--- config.mk ---
export PLATFORM = sky130hd
export DESIGN_NAME = down_timer
export DESIGN_NICKNAME = d
export VERILOG_FILES = /design/src/rtl/down_timer.sv
export SDC_FILE = /design/constraint.sdc
export NUM_CORES = 1
export LEC_CHECK = 0
export ABC_AREA = 1
export BUFFER_PORTS_ARGS = -buffer_cell sky130_fd_sc_hd__buf_2
export CAP_MARGIN = 20
export CORE_AREA = 2 2 39 41
export CTS_BUF_LIST = sky130_fd_sc_hd__clkbuf_8
export DETAILED_ROUTE_END_ITERATION = 12
export DIE_AREA = 0 0 41 43
export PLACE_DENSITY_LB_ADDON = 0.05
export SETUP_SLACK_MARGIN = 0.5
export SYNTH_ARGS = -nofsm -noshare
export SYNTH_HDL_FRONTEND = slang
export SYNTH_SLANG_ARGS = --single-unit
--- constraint.sdc ---
create_clock -name Clk -period 1.85 [get_ports Clk]
set_clock_uncertainty 0.1 [all_clocks]
set_input_delay 0.185 -clock Clk [delete_from_list [all_inputs] [get_ports Clk]]
set_output_delay 0.185 -clock Clk [all_outputs]
set_load 0.005 [all_outputs]
--- src/rtl/down_timer.sv ---
// down_timer: loadable WIDTH-bit down counter / timeout source.
// The decrement path is a ripple chain of half-subtractor cells whose
// borrow-in at bit 0 is En. A three-state FSM (IDLE, RUN, DONE) decides
// when the chain result is written back to the count register.
// Optional build macro: DOWN_TIMER_AUTORELOAD_EN. When it is defined, the
// terminal decrement reloads the last loaded value and the timer stays in
// RUN, giving a periodic Done pulse. The default build is one-shot.
// Handshake: none. Load is a single-cycle strobe sampled on the rising
// Clk edge and takes priority over En. En is a level-sensitive enable.
// Done is a registered pulse lasting exactly one cycle per terminal event.
module down_timer #(
  parameter int WIDTH = 3
) (
  input  logic             Clk,
  input  logic             Rst,
  input  logic             Load,
  input  logic [WIDTH-1:0] LoadVal,
  input  logic             En,
  output logic [WIDTH-1:0] Count,
  output logic             Borrow,
  output logic             Done,
  output logic             Busy,
  output logic [1:0]       DbgState_o
);

  typedef enum logic [1:0] {
    IDLE = 2'd0,
    RUN  = 2'd1,
    DONE = 2'd2
  } state_e;

  state_e           state_q;
  logic [WIDTH-1:0] count_q;
  logic [WIDTH-1:0] count_d;
  logic             done_q;
  logic [WIDTH:0]   chain_b;
`ifdef DOWN_TIMER_AUTORELOAD_EN
  logic [WIDTH-1:0] reload_q;
`endif

  // Ripple chain of half-subtractor cells: diff = a ^ b_in, b_out = ~a & b_in.
  always_comb begin
    count_d    = '0;
    chain_b    = '0;
    chain_b[0] = En;
    for (int i = 0; i < WIDTH; i++) begin
      count_d[i]     = count_q[i] ^ chain_b[i];
      chain_b[i + 1] = ~count_q[i] & chain_b[i];
    end
  end

  // FSM with registered count, reload value and Done pulse.
  always_ff @(posedge Clk or posedge Rst) begin
    if (Rst) begin
      state_q  <= IDLE;
      count_q  <= '0;
      done_q   <= 1'b0;
`ifdef DOWN_TIMER_AUTORELOAD_EN
      reload_q <= '0;
`endif
    end else if (Load) begin
      // Load wins over everything, including a terminal decrement.
      count_q  <= LoadVal;
      done_q   <= 1'b0;
`ifdef DOWN_TIMER_AUTORELOAD_EN
      reload_q <= LoadVal;
`endif
      state_q  <= (LoadVal != '0) ? RUN : IDLE;
    end else begin
      done_q <= 1'b0;
      case (state_q)
        RUN: begin
          // Count is never 0 in RUN, so it is either 1 (terminal) or larger.
          if (En) begin
            if (count_q == WIDTH'(1)) begin
              done_q <= 1'b1;
`ifdef DOWN_TIMER_AUTORELOAD_EN
              count_q <= reload_q;
`else
              count_q <= '0;
              state_q <= DONE;
`endif
            end else begin
              count_q <= count_d;
            end
          end
        end
        default: begin
          // IDLE and DONE hold the count; En only affects Borrow here.
        end
      endcase
    end
  end

  assign Count      = count_q;
  assign Borrow     = chain_b[WIDTH];
  assign Done       = done_q;
  assign Busy       = (state_q == RUN);
  assign DbgState_o = state_q;

endmodule

==> run_results.csv <==
group,metric,value,unit
route,vias,346,
logic_synthesis,ys_warn_count,0,
logic_synthesis,synth_top_family_by_area,"simple AND/OR/NAND/NOR gates",
place,io_buffers,14,
cells_and_area,antenna_cells,0,
timing,hold_violations,0,
logic_synthesis,synth_compound_area_share,2.00,%
clocking,cts-htree-levels,1,
critical_path,crit_fanout,2,
route,viasPerCell,4.07,
clocking,clock_latency,0.22,ns
timing,tns,0,ns
worst_hold_path,min_delay_path_depth,2,
logic_synthesis,syn-cell-area,375,um2
clocking,cts_tree,"built",
timing,drv_slew,0,
pwr,peakVddDrop,0.000785,V
timing,rsz0062_at_grt,"yes",
route,drc,0,
worst_hold_path,hold_path.class,"input pin to flip-flop",
route,met3_length,45,um
logic_synthesis,ys_ff_latch,6,
critical_path,worstPathArrival,1.19,ns
pwr,p_leak,0.311,nW
clocking,cts_made_buffers,3,
cells_and_area,areaGrowthSynthToFinish,49.0,%
die,die_x,41,um
critical_path,path_class,"flip-flop to output port",
cells_and_area,drive_above_1_share,47.8,%
timing,min_period,1.48,ns
run_status,outcome,"complete, no violations",
grt,grt_max_degree,10,
critical_path,r2r_cells,9,
place,gp_congestion,0.708,
logic_synthesis,synth.yosys.seq_area_share,40.0,%
run,cap_violations,0,
cells_and_area,nNetsFinal,81,
timing,finalSetupViolations,0,
timing,max_slew_margin,85.3,%
route,wl_met2,426,um
clocking,clkSinkCount,6,
die,die_y,43,um
route,highest_layer,"met3",
timing,tightest_slew,0.221,ns
logic_synthesis,synth_area_leader_cell,"dfrtp_1",
logic_synthesis,synth.area.mux_share,0,%
die,placeableCoreArea,0.00138,mm2
timing,max_freq,677,MHz
logic_synthesis,synth_top_area_share,40.0,%
grt,grt-ovfl-total,0,
logic_synthesis,synth_adder_area_share,10.0,%
logic_synthesis,syn-num-nets,60,
grt,grtUsageTotal,11.4,%
die,fp.dieArea,0.00176,mm2
critical_path,cp-end-kind,"output port",
die,floorplan.rows,14,
place,hpwlAfterDp,660,um
logic_synthesis,synth.area.top_cells,"dfrtp_1, nand2_1, ha_1, nand3_2, inv_1",
route,drt_first_pass_iters,4,
critical_path,startpoint_type,"flip-flop",
grt,antenna_found_initial,0,
route,final_antenna_net_count,0,
die,initial_core_util,27.1,%
clocking,root_buffer,"clkbuf_8",
route,drt_iter0_drc,4,
clocking,ctsLongestPathBuffers,2,
timing,setup_ws,0.373,ns
critical_path,required,1.56,ns
pwr,cellPowerDensity,970,mW/mm2
die,io_pins,15,
place,pre_cts_ws,0.344,ns
clocking,cts.clk_slew.worst_paths,0.03,ns
logic_synthesis,netlist_instances,50,
logic_synthesis,synth-simple-area-share,37.0,%
logic_synthesis,synth_cell_types,13,
route,met1_length,358,um
grt,grt_pass1_vias,323,
route,routedWlPerCell,9.76,um
grt,grt_pass1_wl,1.30,mm
route,drt_wl_total,830,um
logic_synthesis,synth_xor_area_share,0,%
timing,fin_crit_sh,79.9,%
logic_synthesis,syn_avg_cell_area,7.51,um2
## metal layers
metal,track usage [%],vias to the layer above
li1,-,187
met1,13.2,149
met2,17.2,10
met3,7.85,0
met4,2.00,0
met5,0,-
## cells in the mapped netlist
master,number
nand2_1,20
dfrtp_1,6
inv_1,4
inv_2,4
nor2_1,4
ha_1,3
nand3_2,2
nor2_2,2
buf_6,1
nand2_2,1
nand3_1,1
nor3_1,1
o21bai_1,1
## flip-flops by register name, summed over array words and instances, names as in the netlist
| signal | flops |
|---|---|
| DbgState_o | 2 |
| Done | 1 |
| Count | 3 |
## through the flow
stage / cell area, um2 / instances / hold WS (ns) / total power, W / util [%]
after CTS: 543 / 84 / 0.157 / 0.000535 / 39.2
final: 559 / 85 / 0.163 / 0.000542 / 40.4
after floorplan: 403 / 50 / -0.124 / 0.000278 / -
after detailed placement: 482 / 79 / 0.00584 / 0.000331 / 34.8
after global placement: 482 / 79 / 0.00748 / 0.000331 / 34.8
after global routing: 559 / 85 / 0.184 / 0.000589 / 40.4
## worst max-delay path, cell delays in order, from the launching register on
cell and delay (ns):
dfrtp_1 0.34, inv_1 0.05, ha_2 0.18, ha_4 0.16, ha_4 0.15, buf_6 0.10
## cells by family (layout without fill, tap and decap cells)
logic type,count (synthesis),count (layout)
simple gates,31,31
flops,6,6
compound gates,1,1
fa+ha+maj,3,3
buf+inv,9,28
## area by class of cell
class                           count  area [um2]
Sequential cell                     6         150
Fill cell                         151         825
Tap cell                           16        20.0
Timing Repair Buffer               17         101
Clock buffer                        3        41.3
Multi-Input combinational cell     35         216
Inverter                            8        30.0
## final timing paths
kind,start,slack [ns],end
max,Count[0]$_DFFE_PP0P_,0.37,Borrow
max reg2reg,Count[0]$_DFFE_PP0P_,0.42,Count[2]$_DFFE_PP0P_
min reg2reg,Count[2]$_DFFE_PP0P_,0.42,Count[2]$_DFFE_PP0P_
min in group asynchronous,Rst,0.33,Count[1]$_DFFE_PP0P_
max in group asynchronous,Rst,1.13,DbgState_o[1]$_DFFE_PP0P_
min,Load,0.16,DbgState_o[1]$_DFFE_PP0P_
## where the power goes
part	internal [W]	switching (W)
clock network	0.000139	0.0000480
registers	0.000152	0.0000152
logic	0.0000916	0.0000965
## placed cells by master (no fill, tap or decap), types with 2 or more instances in the layout
cell type	n
nor2_1	2
clkbuf_8	3
buf_4	2
nand2_1	20
buf_2	13
nor2_2	4
inv_2	4
nand3_2	2
dfrtp_1	6
ha_4	2
inv_1	4
## timing repair
action                     CTS  global route
setup buffers                1             1
resized for setup            1             2
hold endpoints to repair     6             0
pin swaps                    3             5
setup endpoints to repair    3             3
hold buffers                 1             0
Note: power is estimated with default switching activity, not from simulation.
